[src/rtl/spi_slv_pkg.sv]
// Shared frame constants and FSM state type for the SPI register responder.
package spi_slv_pkg;

    localparam int   FRAME_LEN = 32;
    localparam int   ADDR_W    = 15;
    localparam int   DATA_W    = 16;
    localparam logic CMD_WRITE = 1'b1;

    typedef enum logic [1:0] {
        IDLE,
        CMD_ADDR,
        DATA,
        DONE
    } state_e;

endpackage

[src/rtl/spi_slave_regs_if.sv]
// SPI pin bundle between the FPGA master and the register responder.
interface spi_slave_regs_if;

    logic sclk;
    logic ss_n;
    logic mosi;
    logic miso;
    logic miso_oe;

    modport master (
        output sclk, ss_n, mosi,
        input  miso, miso_oe
    );

    modport slave (
        input  sclk, ss_n, mosi,
        output miso, miso_oe
    );

endinterface

[src/rtl/spi_slv_sync.sv]
// Brings the asynchronous SPI pins into clk and produces single-cycle sclk edge pulses.
module spi_slv_sync (
    input  logic clk,
    input  logic reset_n,
    input  logic sclk,
    input  logic ss_n,
    input  logic mosi,
    output logic sclk_rise,
    output logic sclk_fall,
    output logic ss_n_s,
    output logic mosi_s
);

    logic [2:0] sclk_q, sclk_d;
    logic [1:0] ss_n_q, ss_n_d;
    logic [1:0] mosi_q, mosi_d;

    always_comb begin
        sclk_d = {sclk_q[1:0], sclk};
        ss_n_d = {ss_n_q[0], ss_n};
        mosi_d = {mosi_q[0], mosi};
    end

    // ss_n resets deselected so a reset never looks like the start of a frame
    always_ff @(posedge clk or negedge reset_n) begin
        if (!reset_n) begin
            sclk_q <= '0;
            ss_n_q <= '1;
            mosi_q <= '0;
        end else begin
            sclk_q <= sclk_d;
            ss_n_q <= ss_n_d;
            mosi_q <= mosi_d;
        end
    end

    assign sclk_rise = sclk_q[1] & ~sclk_q[2];
    assign sclk_fall = ~sclk_q[1] & sclk_q[2];
    assign ss_n_s    = ss_n_q[1];
    assign mosi_s    = mosi_q[1];

endmodule

[src/rtl/spi_slave_regs.sv]
// SPI mode-0 responder decoding 32-bit frames into a bank of 16-bit registers.
// Optional aborted-frame counter enabled by SPI_SLV_ERRCNT_EN.
//   state    | meaning
//   IDLE     | waiting for ss_n low, bit counter cleared
//   CMD_ADDR | shifting in cmd + 15-bit address (rises 1..16)
//   DATA     | shifting data in and read data out (rises 17..32)
//   DONE     | frame complete, sclk ignored until ss_n high
module spi_slave_regs
    import spi_slv_pkg::*;
#(
    parameter logic [ADDR_W-1:0] BASE_ADDR  = 15'h0000,
    parameter int                N_REGS     = 32,
    parameter int                ADDR_LSB_W = 5
) (
    input  logic                    clk,
    input  logic                    reset_n,
    spi_slave_regs_if.slave         spi,
    output logic [N_REGS*16-1:0]    regs_o,
    output logic                    wr_strb,
    output logic [ADDR_LSB_W-1:0]   wr_idx
`ifdef SPI_SLV_ERRCNT_EN
    ,
    output logic [DATA_W-1:0]       err_cnt
`endif
);

    logic sclk_rise, sclk_fall, ss_n_s, mosi_s;

    spi_slv_sync u_sync (
        .clk       (clk),
        .reset_n   (reset_n),
        .sclk      (spi.sclk),
        .ss_n      (spi.ss_n),
        .mosi      (spi.mosi),
        .sclk_rise (sclk_rise),
        .sclk_fall (sclk_fall),
        .ss_n_s    (ss_n_s),
        .mosi_s    (mosi_s)
    );

    state_e                        state_q, state_d;
    logic [5:0]                    bit_cnt_q, bit_cnt_d;
    logic [DATA_W-2:0]             shift_in_q, shift_in_d;
    logic [DATA_W-1:0]             shift_out_q, shift_out_d;
    logic                          cmd_q, cmd_d;
    logic                          hit_q, hit_d;
    logic                          rd_en_q, rd_en_d;
    logic [ADDR_LSB_W-1:0]         idx_q, idx_d;
    logic [ADDR_LSB_W-1:0]         wr_idx_q, wr_idx_d;
    logic                          miso_q, miso_d;
    logic                          wr_strb_q, wr_strb_d;
    logic [N_REGS-1:0][DATA_W-1:0] regs_q, regs_d;
    logic                          abort;

    // word is the 16 bits completed by the current rise; offset wraps high when below BASE_ADDR
    logic [DATA_W-1:0] word;
    logic [ADDR_W:0]   offset;
    logic              reg_hit;

    assign word    = {shift_in_q, mosi_s};
    assign offset  = {1'b0, word[ADDR_W-1:0]} - {1'b0, BASE_ADDR};
    assign reg_hit = (offset < (ADDR_W+1)'(N_REGS));

`ifdef SPI_SLV_ERRCNT_EN
    logic [DATA_W-1:0] err_cnt_q, err_cnt_d;
    logic              err_sel_q, err_sel_d;
    logic              err_hit;
    logic              err_clr;

    assign err_hit = (offset == (ADDR_W+1)'(N_REGS));
`endif

    always_comb begin
        state_d     = state_q;
        bit_cnt_d   = bit_cnt_q;
        shift_in_d  = shift_in_q;
        shift_out_d = shift_out_q;
        cmd_d       = cmd_q;
        hit_d       = hit_q;
        rd_en_d     = rd_en_q;
        idx_d       = idx_q;
        miso_d      = miso_q;
        wr_strb_d   = 1'b0;
        wr_idx_d    = wr_idx_q;
        regs_d      = regs_q;
        abort       = 1'b0;
`ifdef SPI_SLV_ERRCNT_EN
        err_sel_d   = err_sel_q;
        err_clr     = 1'b0;
`endif
        case (state_q)
            IDLE: begin
                bit_cnt_d = '0;
                miso_d    = 1'b0;
                if (!ss_n_s) state_d = CMD_ADDR;
            end
            CMD_ADDR: begin
                if (ss_n_s) begin
                    abort   = 1'b1;
                    state_d = IDLE;
                end else if (sclk_rise) begin
                    shift_in_d = word[DATA_W-2:0];
                    bit_cnt_d  = bit_cnt_q + 6'd1;
                    if (bit_cnt_q == 6'(DATA_W - 1)) begin
                        cmd_d       = word[DATA_W-1];
                        hit_d       = reg_hit;
                        idx_d       = offset[ADDR_LSB_W-1:0];
                        rd_en_d     = (word[DATA_W-1] != CMD_WRITE) && reg_hit;
                        shift_out_d = rd_en_d ? regs_q[offset[ADDR_LSB_W-1:0]] : '0;
`ifdef SPI_SLV_ERRCNT_EN
                        err_sel_d = err_hit;
                        if ((word[DATA_W-1] != CMD_WRITE) && err_hit) begin
                            rd_en_d     = 1'b1;
                            shift_out_d = err_cnt_q;
                        end
`endif
                        state_d = DATA;
                    end
                end
            end
            DATA: begin
                if (ss_n_s) begin
                    abort   = 1'b1;
                    miso_d  = 1'b0;
                    state_d = IDLE;
                end else begin
                    if (sclk_fall) begin
                        miso_d      = shift_out_q[DATA_W-1];
                        shift_out_d = {shift_out_q[DATA_W-2:0], 1'b0};
                    end
                    if (sclk_rise) begin
                        shift_in_d = word[DATA_W-2:0];
                        bit_cnt_d  = bit_cnt_q + 6'd1;
                        if (bit_cnt_q == 6'(FRAME_LEN - 1)) begin
                            state_d = DONE;
                            if (cmd_q == CMD_WRITE && hit_q) begin
                                regs_d[idx_q] = word;
                                wr_strb_d     = 1'b1;
                                wr_idx_d      = idx_q;
                            end
`ifdef SPI_SLV_ERRCNT_EN
                            if (cmd_q == CMD_WRITE && err_sel_q) err_clr = 1'b1;
`endif
                        end
                    end
                end
            end
            DONE: begin
                miso_d = 1'b0;
                if (ss_n_s) state_d = IDLE;
            end
            default: state_d = IDLE;
        endcase
    end

    always_ff @(posedge clk or negedge reset_n) begin
        if (!reset_n) begin
            state_q     <= IDLE;
            bit_cnt_q   <= '0;
            shift_in_q  <= '0;
            shift_out_q <= '0;
            cmd_q       <= 1'b0;
            hit_q       <= 1'b0;
            rd_en_q     <= 1'b0;
            idx_q       <= '0;
            miso_q      <= 1'b0;
            wr_strb_q   <= 1'b0;
            wr_idx_q    <= '0;
            regs_q      <= '0;
        end else begin
            state_q     <= state_d;
            bit_cnt_q   <= bit_cnt_d;
            shift_in_q  <= shift_in_d;
            shift_out_q <= shift_out_d;
            cmd_q       <= cmd_d;
            hit_q       <= hit_d;
            rd_en_q     <= rd_en_d;
            idx_q       <= idx_d;
            miso_q      <= miso_d;
            wr_strb_q   <= wr_strb_d;
            wr_idx_q    <= wr_idx_d;
            regs_q      <= regs_d;
        end
    end

`ifdef SPI_SLV_ERRCNT_EN
    always_comb begin
        err_cnt_d = err_cnt_q;
        if (err_clr)                     err_cnt_d = '0;
        else if (abort && err_cnt_q != '1) err_cnt_d = err_cnt_q + 16'd1;
    end

    always_ff @(posedge clk or negedge reset_n) begin
        if (!reset_n) begin
            err_cnt_q <= '0;
            err_sel_q <= 1'b0;
        end else begin
            err_cnt_q <= err_cnt_d;
            err_sel_q <= err_sel_d;
        end
    end

    assign err_cnt = err_cnt_q;
`endif

    assign spi.miso    = miso_q;
    assign spi.miso_oe = (state_q == DATA) && rd_en_q;
    assign regs_o      = regs_q;
    assign wr_strb     = wr_strb_q;
    assign wr_idx      = wr_idx_q;

endmodule

[src/flat_wrapper.sv]
// flat-port wrapper written by rule: the top's interface ports become plain ports
module spi_slave_regs_flat import spi_slv_pkg::*;
#(
    parameter logic [ADDR_W-1:0] BASE_ADDR  = 15'h0000,
    parameter int                N_REGS     = 32,
    parameter int                ADDR_LSB_W = 5
)
  (clk, reset_n, regs_o, wr_strb, wr_idx, spi_sclk, spi_ss_n, spi_mosi, spi_miso, spi_miso_oe);
  spi_slave_regs_if spi_i ();
  input  logic clk;
  input  logic reset_n;
  output logic [N_REGS*16-1:0] regs_o;
  output logic wr_strb;
  output logic [ADDR_LSB_W-1:0] wr_idx;
  input wire logic [$bits(spi_i.sclk)-1:0] spi_sclk;
  input wire logic [$bits(spi_i.ss_n)-1:0] spi_ss_n;
  input wire logic [$bits(spi_i.mosi)-1:0] spi_mosi;
  output wire logic [$bits(spi_i.miso)-1:0] spi_miso;
  output wire logic [$bits(spi_i.miso_oe)-1:0] spi_miso_oe;
  assign spi_i.sclk = spi_sclk;
  assign spi_i.ss_n = spi_ss_n;
  assign spi_i.mosi = spi_mosi;
  assign spi_miso = spi_i.miso;
  assign spi_miso_oe = spi_i.miso_oe;
  spi_slave_regs #(.BASE_ADDR(BASE_ADDR), .N_REGS(N_REGS), .ADDR_LSB_W(ADDR_LSB_W)) u_core (.clk(clk), .reset_n(reset_n), .spi(spi_i), .regs_o(regs_o), .wr_strb(wr_strb), .wr_idx(wr_idx));
endmodule
[config.mk]
export PLATFORM = sky130hd
export DESIGN_NAME = spi_slave_regs_flat
export DESIGN_NICKNAME = d
export VERILOG_FILES = /design/src/rtl/spi_slv_pkg.sv /design/src/rtl/spi_slave_regs_if.sv /design/src/rtl/spi_slv_sync.sv /design/src/rtl/spi_slave_regs.sv /design/src/flat_wrapper.sv
export SDC_FILE = /design/constraint.sdc
export NUM_CORES = 1
export LEC_CHECK = 0
export ABC_CLOCK_PERIOD_IN_PS = 2500
export BUFFER_PORTS_ARGS = -buffer_cell sky130_fd_sc_hd__clkbuf_2
export CORE_ASPECT_RATIO = 1.2
export CORE_MARGIN = 4
export CORE_UTILIZATION = 50
export DETAILED_ROUTE_END_ITERATION = 16
export PLACE_DENSITY = 0.85
export SYNTH_ARGS = -nofsm -noshare
export SYNTH_HDL_FRONTEND = slang
export SYNTH_SLANG_ARGS = --single-unit
[constraint.sdc]
create_clock -name clk -period 2.5 [get_ports clk]
set_input_delay 0.125 -clock clk [delete_from_list [all_inputs] [get_ports clk]]
set_output_delay 0.125 -clock clk [all_outputs]
set_load 0.02 [all_outputs]
==> reports/results.ini <==
[floorplanning]
dieArea_um2 = 56300
die_x_um = 217
rows = 91
core_um2 = 51700
initial_core_util = 0.508
fp.dieH_um = 259
ios = 525

[logic_synthesis]
yosys_most_used_dff = dfrtp_1
syn-instance-count = 1746
synthMuxAreaShare = 0.352
yosys_warnings = 0
synth_top_family_by_area = multiplexers
synth_nets = 1759
synth_edf_count = 0
post-synth-top-area-fraction = 0.544
ys_types = 66
async_flop_share = 1.00
ys_ff_latch = 573
yosys.area.top_type = dfrtp_1
synth.top_cells.by_area = dfrtp_1, mux2_2, mux4_2, mux2i_1, clkbuf_1
syn_area_um2 = 26300
ys_seq_area_frac = 0.546
synth_compound_area_frac = 0.0262
avgSynthCellArea_um2 = 15.0
synth.top_cells.by_count = dfrtp_1, mux2_2, mux4_2, clkbuf_1, mux2i_1
synth_most_common_cell = dfrtp_1
synth_fa_ha_area_frac = 0.00381
synth_xor_area_frac = 0.000333
synthSimpleGateAreaFrac = 0.0426

[finish]
fillers = 3832
final_layout_size_suffix_gt1_frac = 0.615
fin_util = 0.630
area_growth_pct = 23.9
stdcell_count = 3055
antenna_cells = 0
fin_nets = 2335

[setup_path]
crit_arrival_ns = 3.00
cp.required_ns = 3.05
rr_endpoint = u_core.shift_out_q[6]
rr_startpoint = u_core.bit_cnt_q[0]
worst_setup_path_start_kind = register
rrSetupSlack_ns = 0.05
critical_path_class = register to register
cp_max_fo = 8
end_kind = register
reg2reg_depth = 6

[run_status]
status = finished, final reports clean

[placed_design]
dp.cells = 2945
place_congestion = 0.898
port_buffers = 524
dp_hpwl_mm = 64.4

[power_and_ir_drop]
clockPowerShare = 0.367
internal_power_uw = 15500
p_leak_uw = 0.0168
ir_drop_mv = 0.617
power_density_nw_per_um2 = 686
seq_power_share = 0.437
pwr-share-comb = 0.196
p_sw_uw = 6840
swShare = 0.307

[hold_path]
min_path_type = input port to async pin

[clock_tree]
clock_sinks = 573
clk_pin_slew_ns = 0.06
clock_latency_ns = 0.62
tritoncts = built
ctsLongestPathBuffers = 3
htreeDepth = 2
cts_made_buffers = 56
clock-root-buffer = clkbuf_16

[drt]
wl_per_cell_um = 30.2
ant_nets = 0
drt_iter0_markers = 1728
vias = 18900
dr.pass1.iters = 5
viasPerCell = 6.18
drt_wl_total_mm = 92.2
drcViolationCount = 0

[timing]
slew-limit-headroom = 0.525
setup_viol = 0
slew_violations = 0
tns_ns = 0
finClkSkew_ns = 0.0196
fin_crit_ns = 2.45
tightest_slew_ns = 0.712
hold_violations = 0
min_period_over_period = 0.981
fmax_mhz = 408
rsz0062_at_grt = true

[global_routing]
grt_max_degree = 89
grt_pass1_wl_mm = 134
antenna_found_initial = 1
grt_pass1_vias = 19700
overflow = 0
track_usage = 0.321

[flow_run]
drv_cap = 0

==> critical path: stages (launching register included) <==
cell,delay [ns]
dfrtp_1,0.40
ha_2,0.23
nand3_2,0.11
or4_4,0.55
a2111o_2,0.65
a221o_1,0.33
o21ai_1,0.11
==> power groups by stage <==
stage                     combinational [µW]  sequential, µW  clock [µW]
after global routing                    4600            9770        8690
after CTS                               4230            9750        8270
after global placement                  4100            9910           0
final                                   4370            9760        8190
after detailed placement                4200            9920           0
after floorplan                         2520            9720           0
==> kinds of logic (layout without fill, tap and decap cells) <==
| group | count (synthesis) | after routing |
|---|---|---|
| adder cells (fa/ha/maj) | 8 | 8 |
| flip-flops | 573 | 573 |
| buffers and inverters | 155 | 766 |
| AND/OR/NAND/NOR | 184 | 184 |
| XOR/XNOR | 1 | 1 |
| multiplexers | 723 | 723 |
| AO/OA/AOI/OAI | 102 | 103 |
==> flip-flops by register name, summed over array words and instances (netlist names) <==
signal / count
u_core.cmd_q: 1
u_core.wr_strb: 1
u_core.u_sync.ss_n_q: 2
u_core.shift_out_q: 16
u_core.u_sync.sclk_q: 3
u_core.u_sync.mosi_q: 2
u_core.idx_q: 5
u_core.bit_cnt_q: 6
u_core.hit_q: 1
u_core.regs_o: 512
u_core.wr_idx: 5
u_core.state_q: 2
u_core.rd_en_q: 1
u_core.shift_in_q: 15
u_core.spi.miso: 1
==> what timing repair did <==
action,in CTS,in global routing
pin swaps,3,5
endpoints found under the setup margin,54,214
hold buffers,4,0
cloned,0,3
buffers inserted,6,3
resized for setup,2,11
endpoints found under the hold margin,292,0
==> worst max path at each step <==
stage                                    from                endpoint  cells past startpoint  slack (ns)
after floorplan             u_core.state_q[0]      u_core.regs_o[453]                      9        0.05
after global placement    u_core.bit_cnt_q[0]  u_core.shift_out_q[14]                      6       -0.04
after detailed placement  u_core.bit_cnt_q[0]  u_core.shift_out_q[14]                      6       -0.14
after CTS                   u_core.state_q[0]      u_core.regs_o[203]                      9        0.03
after global routing        u_core.state_q[0]      u_core.regs_o[210]                     10       -0.04
final                     u_core.bit_cnt_q[0]   u_core.shift_out_q[6]                      6        0.05
==> cell usage in the layout, fill, tap and decap left out, drive strengths merged, types with 5 or more instances in the layout <==
master,instances
nor3,5
mux4,106
nand3b,9
dfrtp,571
mux2,550
mux2i,67
buf,136
nand4,14
clkbuf,602
and2,15
o31ai,7
a221o,6
nor2,39
a21oi,15
o21ai,27
nand2,59
a22oi,17
inv,8
nand3,9
nor2b,6
clkinv,11
o22ai,17
ha,8
==> per-stage QoR <==
stage / power [µW] / setup WS [ns] / cell area, µm² / hold WS (ns)
finish: 22300 / 0.0476 / 32500 / 0.0647
global route: 23100 / -0.0442 / 32500 / 0.0748
CTS: 22300 / 0.0255 / 32400 / 0.0717
detailed placement: 14100 / -0.135 / 30600 / 0.128
global placement: 14000 / -0.0377 / 30600 / 0.120
floorplan: 12200 / 0.0518 / 26300 / -0.171
==> layout make-up <==
class / instances / area, µm² / share of cell area
tap: 697 / 872 / 0.0268
clock inverter: 16 / 145 / 0.00446
multi-input combinational: 1019 / 11200 / 0.344
sequential: 573 / 14400 / 0.441
timing repair buffer: 664 / 4360 / 0.134
clock buffer: 78 / 1570 / 0.0484
inverter: 8 / 31.3 / 0.000961
==> per-layer routing <==
| metal | up-vias | part of all wire | routed length (µm) | global-route usage |
|---|---|---|---|---|
| met2 | 1048 | 0.49 | 45400 | 0.535 |
| met5 | - | 0 | 0 | 0 |
| met4 | 0 | 0.060 | 5560 | 0.157 |
| met3 | 260 | 0.084 | 7760 | 0.0742 |
| met1 | 9979 | 0.36 | 33400 | 0.396 |
| li1 | 7608 | - | - | - |
Note: power is estimated with default switching activity, not from simulation.
